`src/rtl/seg7_scan.sv`:
```
// seg7_scan: 8-digit multiplexed hex display driver.
// Double-buffered load, leading-zero blanking, per-digit dp and blink.
module seg7_scan #(
    parameter int SCAN_DIV     = 16,
    parameter int BLINK_FRAMES = 64
) (
    input  logic        clock,
    input  logic        reset,
    input  logic        load,
    input  logic [31:0] value,
    input  logic [7:0]  dp_mask,
    input  logic        blank_lz,
    input  logic [7:0]  blink_mask,
    output logic [7:0]  en,
    output logic [6:0]  c,
    output logic        dp,
    output logic        pending,
    output logic        frame
);

    localparam int BW = (BLINK_FRAMES > 1) ? $clog2(BLINK_FRAMES) : 1;
    localparam logic [BW-1:0] BLINK_LAST = BW'(BLINK_FRAMES - 1);

    logic [SCAN_DIV-1:0] presc;
    logic [2:0]          idx;
    logic                tick;
    logic                wrap;

    logic [31:0]         shadow_val;
    logic [7:0]          shadow_dp;
    logic [31:0]         active_val;
    logic [7:0]          active_dp;

    logic [BW-1:0]       bcnt;
    logic                phase;

    logic [3:0]          nib;
    logic                lz_blank;
    logic                bl_blank;
    logic [7:0]          en_d;
    logic [6:0]          c_d;
    logic                dp_d;

    // active-low {g,f,e,d,c,b,a} hex glyphs
    function automatic logic [6:0] hex7(input logic [3:0] n);
        logic [6:0] s;
        s = 7'h7F;
        unique case (n)
            4'h0: s = 7'h40;
            4'h1: s = 7'h79;
            4'h2: s = 7'h24;
            4'h3: s = 7'h30;
            4'h4: s = 7'h19;
            4'h5: s = 7'h12;
            4'h6: s = 7'h02;
            4'h7: s = 7'h78;
            4'h8: s = 7'h00;
            4'h9: s = 7'h10;
            4'hA: s = 7'h08;
            4'hB: s = 7'h03;
            4'hC: s = 7'h46;
            4'hD: s = 7'h21;
            4'hE: s = 7'h06;
            4'hF: s = 7'h0E;
        endcase
        return s;
    endfunction

    assign tick = &presc;
    assign wrap = tick && (idx == 3'd7);

    // Free-running dwell prescaler
    always_ff @(posedge clock or negedge reset) begin
        if (!reset) begin
            presc <= '0;
        end else begin
            presc <= presc + 1'b1;
        end
    end

    // Digit index advances once per dwell; 7 -> 0 closes a frame
    always_ff @(posedge clock or negedge reset) begin
        if (!reset) begin
            idx <= 3'd0;
        end else if (tick) begin
            idx <= idx + 3'd1;
        end
    end

    // One-cycle marker for the first cycle of each frame
    always_ff @(posedge clock or negedge reset) begin
        if (!reset) begin
            frame <= 1'b0;
        end else begin
            frame <= wrap;
        end
    end

    // Shadow/active buffers; swap only at the frame boundary
    always_ff @(posedge clock or negedge reset) begin
        if (!reset) begin
            shadow_val <= '0;
            shadow_dp  <= '0;
            active_val <= '0;
            active_dp  <= '0;
            pending    <= 1'b0;
        end else begin
            if (wrap && pending) begin
                active_val <= shadow_val;
                active_dp  <= shadow_dp;
            end
            if (load) begin
                shadow_val <= value;
                shadow_dp  <= dp_mask;
            end
            if (load) begin
                pending <= 1'b1;
            end else if (wrap) begin
                pending <= 1'b0;
            end
        end
    end

    // Blink phase flips every BLINK_FRAMES complete frames
    always_ff @(posedge clock or negedge reset) begin
        if (!reset) begin
            bcnt  <= '0;
            phase <= 1'b0;
        end else if (wrap) begin
            if (bcnt == BLINK_LAST) begin
                bcnt  <= '0;
                phase <= ~phase;
            end else begin
                bcnt  <= bcnt + 1'b1;
            end
        end
    end

    // Glyph and blanking for the digit under the scan index
    always_comb begin
        nib      = active_val[{idx, 2'b00} +: 4];
        lz_blank = blank_lz && (idx != 3'd0) &&
                   ((active_val >> {idx, 2'b00}) == 32'd0);
        bl_blank = blink_mask[idx] && phase;
        en_d     = 8'hFF;
        c_d      = 7'h7F;
        dp_d     = 1'b1;
        if (!(lz_blank || bl_blank)) begin
            en_d = ~(8'b1 << idx);
            c_d  = hex7(nib);
            dp_d = ~active_dp[idx];
        end
    end

    // Registered pin drivers
    always_ff @(posedge clock or negedge reset) begin
        if (!reset) begin
            en <= 8'hFF;
            c  <= 7'h7F;
            dp <= 1'b1;
        end else begin
            en <= en_d;
            c  <= c_d;
            dp <= dp_d;
        end
    end

endmodule

```
`config.mk`:
```
export PLATFORM = sky130hd
export DESIGN_NAME = seg7_scan
export DESIGN_NICKNAME = d
export VERILOG_FILES = /design/src/rtl/seg7_scan.sv
export SDC_FILE = /design/constraint.sdc
export NUM_CORES = 1
export LEC_CHECK = 0
export ABC_AREA = 1
export CAP_MARGIN = 20
export CORE_MARGIN = 2
export CORE_UTILIZATION = 41
export DETAILED_ROUTE_END_ITERATION = 10
export PLACE_DENSITY = 0.65
export SLEW_MARGIN = 20
export SYNTH_ARGS = -nofsm -noshare
export SYNTH_HDL_FRONTEND = slang
export SYNTH_SLANG_ARGS = --single-unit
```
`constraint.sdc`:
```
create_clock -name clock -period 4.8 [get_ports clock]
set_clock_uncertainty 0.05 [all_clocks]
set_input_delay 0.96 -clock clock [delete_from_list [all_inputs] [get_ports clock]]
set_output_delay 0.96 -clock clock [all_outputs]
set_load 0.01 [all_outputs]
```
After elaboration in Yosys (flattened, before gate mapping):

Memories as Yosys holds them, arrays and structs flattened.
Index checks and enable logic that the tools add are counted.

* register bits after elaboration: 124
* memory bits (read-only): 112
* input port bits: 52
* word-level logic and storage cells: 47
* memories: 1

Memory list
* (name not given): depth 16, bits a word 7, read ports 1, clocked after Yosys merged registers in 0, wr ports 0, RTL line 48 `unique case (n)`

* add/sub/neg operators: 3
* order comparisons: 1
* eq/ne operators: 2
* shifts and indexed selects: 3
* multiplexer cells: 10
* bitwise logic cells: 3
* reduce and logical (&&, ||, !) cells: 11

Operator list (count)
* $logic_not 32->1: 1
* $shiftx 32x6->4: 1
* $shr 32x5->32: 1
* $add 16x1->16 const B: 1
* $reduce_and 16->1: 1
* $mux 8: 1
* $not 8->8: 1
* $shl 1x3->8 const A: 1
* $mux 7: 1
* $add 6x1->6 const B: 1
* $bmux 1 s3: 2
* $eq 6x6->1 const B: 1
* $mux 6: 1
* $logic_and 1x1->1: 5
* $mux 1: 5
* $lt 3x4->1 const B: 1
* $add 3x1->3 const B: 1
* $eq 3x3->1 const B: 1
* $reduce_bool 3->1: 1
* $not 1->1: 2
* $reduce_and 2->1: 1
* $reduce_bool 2->1: 1
* $logic_or 1x1->1: 1

Logic depth before layout (Yosys ltp):

* word-level depth: 5
* depth in mapped cells: 20

Worst setup path after synthesis:

Ideal clock, no wire load.

* path kind: register -> register
* start: reg idx[0]
* end: reg en[3]
* setup time: 0.064 ns
* data arrival time: 2.225 ns
* slack: 2.461 ns
* cell stages (with the launch flop): 21
* path buffers: 4
* clock period less this slack: 2.339 ns
* path through: dfrtp_1 > buf_6 > buf_6 > buf_6 > nand2_1 > nand3_1 > nand2_1 > nand2_1 > nand2_1 > ha_1 > nand2_1 > nor2_1 > o21ai_0 > inv_1 > o21ai_0 > inv_1 > nand3_1 > nor2_2 > nand2_4 > buf_6 > nand3_2

* cells in the longest elaborated chain, start to end: 5
* elaborated cells between the ends (all ways): 12
* those cells by class: 2 x shift; 3 x mux; 1 x bitwise; 6 x reduce/logical

Ends and longest elaborated chain
* start, declared: RTL line 25 `logic [2:0] idx;`
* start signal, assigned: RTL line 86 `idx <= idx + 3'd1;`
* $shr 32x5->32, or another cell as far along: RTL line 143 `((active_val >> {idx, 2'b00}) == 32'd0);`
* $logic_not 32->1, or another cell as far along: RTL line 143
* $logic_and 1x1->1 (on tied branches): RTL line 142, 144
* $logic_or 1x1->1: RTL line 148 `if (!(lz_blank || bl_blank)) begin`
* $mux 8 *: RTL line 148
* named net en_d[3]: RTL line 40 `logic [7:0] en_d;`
* end signal, assigned: RTL line 162 `en <= en_d;`
* end, declared: RTL line 14 `output logic [7:0] en,`

Mark *: on every way through the listed nets, which the timed path passes. The rest lies on a longest branch. The select of a mux whose other input is x is not followed.
A chain may end at the register's enable or synchronous reset.

Worst setup path in the final report:

* start: reg idx[1]
* end: reg en[0]

Same word-level chain as after synthesis.

==> out/summary.txt <==
SETUP PATH
--------------------------------------------------------------------------------------------------
CP Cell Sequence                                                                      inv_2 > nand3_1 > nand3_1 > nand2_1 > inv_1 > ha_1 > nand2_1 > nor2_1 > o21ai_0 > inv_1 > o21ai_0 > inv_1 > nand3_1 > nor2_2 > nand2_4 > nand3_1
Maximum fanout along the worst path                                                             23
Largest stage delay on the critical path                                                   0.75 ns
Startpoint type of the worst setup path                                                  flip-flop
Sort of element at the end of the critical path                                          flip-flop
Worst Path Required                                                                        5.05 ns
Worst endpoint data arrival time                                                           3.15 ns
Critical path's most frequent cell                                                         nand3_1
Startpoint-to-endpoint class of the critical path                                     flip-flop to flip-flop
Cell with the largest stage delay on the worst path                                        dfrtp_1
Count of cells along the worst register-to-register path                                        16

DIE
--------------------------------------------------------------------------------------------------
Placement Rows                                                                                  44
Die Span X                                                                                126.0 um
Core area                                                                              14530 sq um
Area of the die                                                                        15870 sq um
Initial standard-cell utilization of the core                                               41.99%
Height of the die                                                                         126.0 um
Boundary Pins                                                                                   70

SYNTHESIS
--------------------------------------------------------------------------------------------------
Basic-gate share of the synthesized area counting and, or, nand and nor cells               24.15%
Post-synthesis compound-gate area fraction                                                  10.42%
Yosys cell types                                                                                37
Synthesis Warnings                                                                               0
Post-Syn Area                                                                           6102 sq um
Mean instance size in the synthesized netlist                                          8.546 sq um
Register bit total from synthesis                                                              124
Proportion of synthesized area in mux cells                                                0.1845%
Fraction of synthesized cell area in xor and xnor cells                                     2.440%
Adder-cell area share of the yosys netlist                                                  2.871%
Dominant combinational cell family by area after synthesis                            simple AND/OR/NAND/NOR gates
Number of instances in the synthesized netlist                                                 714
Net Count, Synth                                                                               780
Fraction of the yosys area taken by sequential cells                                        51.18%

GRT
--------------------------------------------------------------------------------------------------
Global-route usage over all layers                                                          16.72%
Pin count of the biggest net entering global routing                                            82
Aggregate global routing overflow                                                                0
Global-route wire length before repair                                                    21.34 mm
Number of antenna violations at the first check in global routing                                0
Via count of the first global-routing pass                                                    4518

PLACE
--------------------------------------------------------------------------------------------------
Buffers on Ports                                                                                69
DPL Wire Length                                                                           8.808 mm
Instance area after placement                                                           6819 sq um
Routability cong.                                                                           0.8106

TIMING
--------------------------------------------------------------------------------------------------
Fmax                                                                                    0.3441 GHz
Transition time at the pin with the least slew margin                                    0.8528 ns
Clock period minus final worst setup slack                                                2.906 ns
Worst slew margin                                                                           42.98%
Worst hold slack                                                                         0.3924 ns
Final setup viols                                                                                0
RSZ-0062 raised after global routing                                                            no
Number of pins exceeding their max-slew limit in the final report                                0
Final worst-path cycle share                                                                60.55%
Hold Vio Cnt, Final                                                                              0
Setup Total Neg Slack                                                                         0 ns

CTS
--------------------------------------------------------------------------------------------------
# hold bufs at CTS                                                                               0
Clock tree from TritonCTS                                                                      yes
Number of CTS-inserted buffers                                                                  17
# Post-CTS Setup Buffers                                                                         0
Buffer levels on the longest clock path                                                          2
Total number of clock tree sinks                                                               124
Clock transition time at the flip-flop clock pins of the worst setup and hold paths        0.05 ns
Later-pin clock latency in the skew report                                                 0.42 ns
Master cell of the clock root buffer                                                     clkbuf_16
Depth of the CTS H-tree                                                                          4
Post-CTS Resized                                                                                 0

LAYOUT
--------------------------------------------------------------------------------------------------
Filler Cells Inserted                                                                         1395
Number of nets in the layout                                                                   839
Post-route standard cell area excluding fillers                                         7356 sq um
Final core occ                                                                              50.61%
Signed area change from the synthesized netlist to the final layout                         20.55%
Fraction of layout cells with a size suffix above 1                                         11.58%
Diodes inserted                                                                                  0

POWER AND IR DROP
--------------------------------------------------------------------------------------------------
Leakage power                                                                          0.003566 uW
Worst vdd ir                                                                              231.6 uV
Total power divided by cell area                                                      319.4 nW/um^2

ROUTE
--------------------------------------------------------------------------------------------------
Number of violations reported at the end of detailed-routing iteration 0                       273
DRC violations left                                                                              0
Number of vias in the routed layout                                                           4611
Detail Route Antenna Nets                                                                        0
Total wire length                                                                         12.44 mm
Via-to-Cell Ratio                                                                            4.754
Average wire length per cell after detail routing                                         12.82 um
Total iterations of the first detailed-routing run                                               7

STATUS
--------------------------------------------------------------------------------------------------
Outcome                                                                                  completed

HOLD PATH
--------------------------------------------------------------------------------------------------
Worst min path class                                                                  flip-flop to flip-flop
WHS Path Cells                                                                                   1

RUN
--------------------------------------------------------------------------------------------------
Max Cap Viol                                                                                     0

==> through the flow <==
| stage | cells | power, uW | worst slack [ns] |
|---|---|---|---|
| 2_1_floorplan | 714 | 1140 | 2.461 |
| 3_3_place_gp | 938 | 1213 | 2.025 |
| 3_5_place_dp | 938 | 1217 | 1.906 |
| 4_1_cts | 970 | 2381 | 1.861 |
| 5_1_grt | 970 | 2444 | 1.497 |
| 6_report | 970 | 2349 | 1.894 |
==> Yosys cell counts <==
| library cell | n | area [sq um] |
|---|---|---|
| dfstp_2 | 16 | 420.4 |
| a32o_1 | 1 | 10.01 |
| buf_8 | 1 | 15.01 |
| nand4_1 | 4 | 25.02 |
| o21bai_4 | 1 | 18.77 |
| o211ai_2 | 1 | 12.51 |
| nand3_2 | 12 | 120.1 |
| o22ai_1 | 2 | 12.51 |
| inv_1 | 77 | 289.0 |
| xnor2_1 | 7 | 61.31 |
| nand3_4 | 1 | 17.52 |
| and3_1 | 2 | 12.51 |
| nand3b_1 | 4 | 30.03 |
| buf_6 | 10 | 112.6 |
| buf_2 | 10 | 50.05 |
| nand2_1 | 195 | 732.0 |
| mux2_2 | 1 | 11.26 |
| a21o_1 | 1 | 7.510 |
| ha_1 | 14 | 175.2 |
| buf_4 | 1 | 7.510 |
| nor2_1 | 37 | 138.9 |
| nor2_4 | 4 | 45.04 |
| o221ai_1 | 1 | 8.760 |
| nand3_1 | 50 | 250.2 |
| o211ai_1 | 3 | 22.52 |
| nand2_4 | 1 | 11.26 |
| o21a_1 | 1 | 7.510 |
| xor2_1 | 10 | 87.58 |
| o21ai_0 | 57 | 285.3 |
| nor2_2 | 5 | 31.28 |
| dfrtp_1 | 108 | 2703 |
| a21oi_1 | 5 | 25.02 |
| nand2_2 | 8 | 50.05 |
| nor3_1 | 2 | 10.01 |
| o21ai_1 | 45 | 225.2 |
| clkbuf_1 | 11 | 41.29 |
| inv_2 | 5 | 18.77 |
==> path summary, 6_finish.rpt <==
check	start	end	slack, ns
max in group asynchronous	reset	presc[6]$_DFF_PN0_	3.27
hold / removal	presc[0]$_DFF_PN0_	presc[0]$_DFF_PN0_	0.39
setup reg to reg	idx[1]$_DFFE_PN0P_	en[0]$_DFF_PN1_	1.89
min in group asynchronous	reset	shadow_val[18]$_DFFE_PN0P_	0.48
setup / recovery	idx[1]$_DFFE_PN0P_	en[0]$_DFF_PN1_	1.89
hold reg to reg	presc[0]$_DFF_PN0_	presc[0]$_DFF_PN0_	0.39
==> power by group <==
part | leakage [uW] | internal, uW | switching, uW | total (uW)
clock | 0.000274 | 703 | 449 | 1150
sequential | 0.00158 | 1080 | 7.41 | 1080
combinational | 0.00171 | 50.8 | 62.0 | 113
==> layout by cell type, fill, tap and decap left out, types with 2 or more instances in the layout <==
master           synthesis  final
xnor2_1                  7      7
dfrtp_1                108    108
nand2_1                195    195
nor2_1                  37     37
o21ai_1                 45     45
ha_1                    14     14
nand4_1                  4      4
clkbuf_1                11      2
clkinv_2                 0      9
nand3b_1                 4      4
buf_4                    1      6
dfstp_2                 16     16
o22ai_1                  2      2
inv_1                   77     77
clkbuf_16                0     17
nor2_2                   5      5
a21oi_1                  5      5
o211ai_1                 3      3
o21ai_0                 57     57
and3_1                   2      2
nand3_1                 50     50
nor2_4                   4      4
nand3_2                 12     12
inv_2                    5      5
clkdlybuf4s50_1          0     67
clkinv_4                 0      2
nor3_1                   2      2
xor2_1                  10     10
nand2_2                  8      8
==> final cells by class <==
cell class              instances  area [sq um]  area share (%)
repair buffers                 73         715.7           9.730
flip-flops and latches        124          3123           42.46
clock buffers                  19         432.9           5.885
inverters                      82         307.8           4.184
multi-input cells             475          2445           33.24
clock inverters                13         101.3           1.378
well taps                     184         230.2           3.130
==> routing by layer <==
metal	GRT usage (%)	wire (um)	part of all wire (%)
met5	0	0	0
met4	7.304	266	2.1
met3	4.503	546	4.4
met2	24.95	5482	44
met1	23.01	6142	49
==> flip-flops by register name (all words and copies together) (netlist names) <==
signal and flops:
idx 3, bcnt 6, frame 1, phase 1
shadow_dp 8, active_val 32, active_dp 8, dp 1
presc 16, en 8, c 7, pending 1
shadow_val 32
==> cells by family after synthesis <==
kind of cell | count (synthesis)
buffers and inverters | 115
muxes | 1
xor gates and xnor gates | 17
and+or+nand+nor | 325
AOI/OAI and AO/OA | 118
DFF | 124
adders and majority gates | 14
==> worst max-delay path, delay by kind of cell, from the launching register on <==
| family | cells | cell delay (ns) |
|---|---|---|
| flip-flops | 1 | 0.75 |
| AO/OA/AOI/OAI | 2 | 0.13 |
| buffers and inverters | 4 | 0.57 |
| adder cells (fa/ha/maj) | 1 | 0.22 |
| AND/OR/NAND/NOR | 9 | 1.05 |
Power figures use the tool's default switching activity.
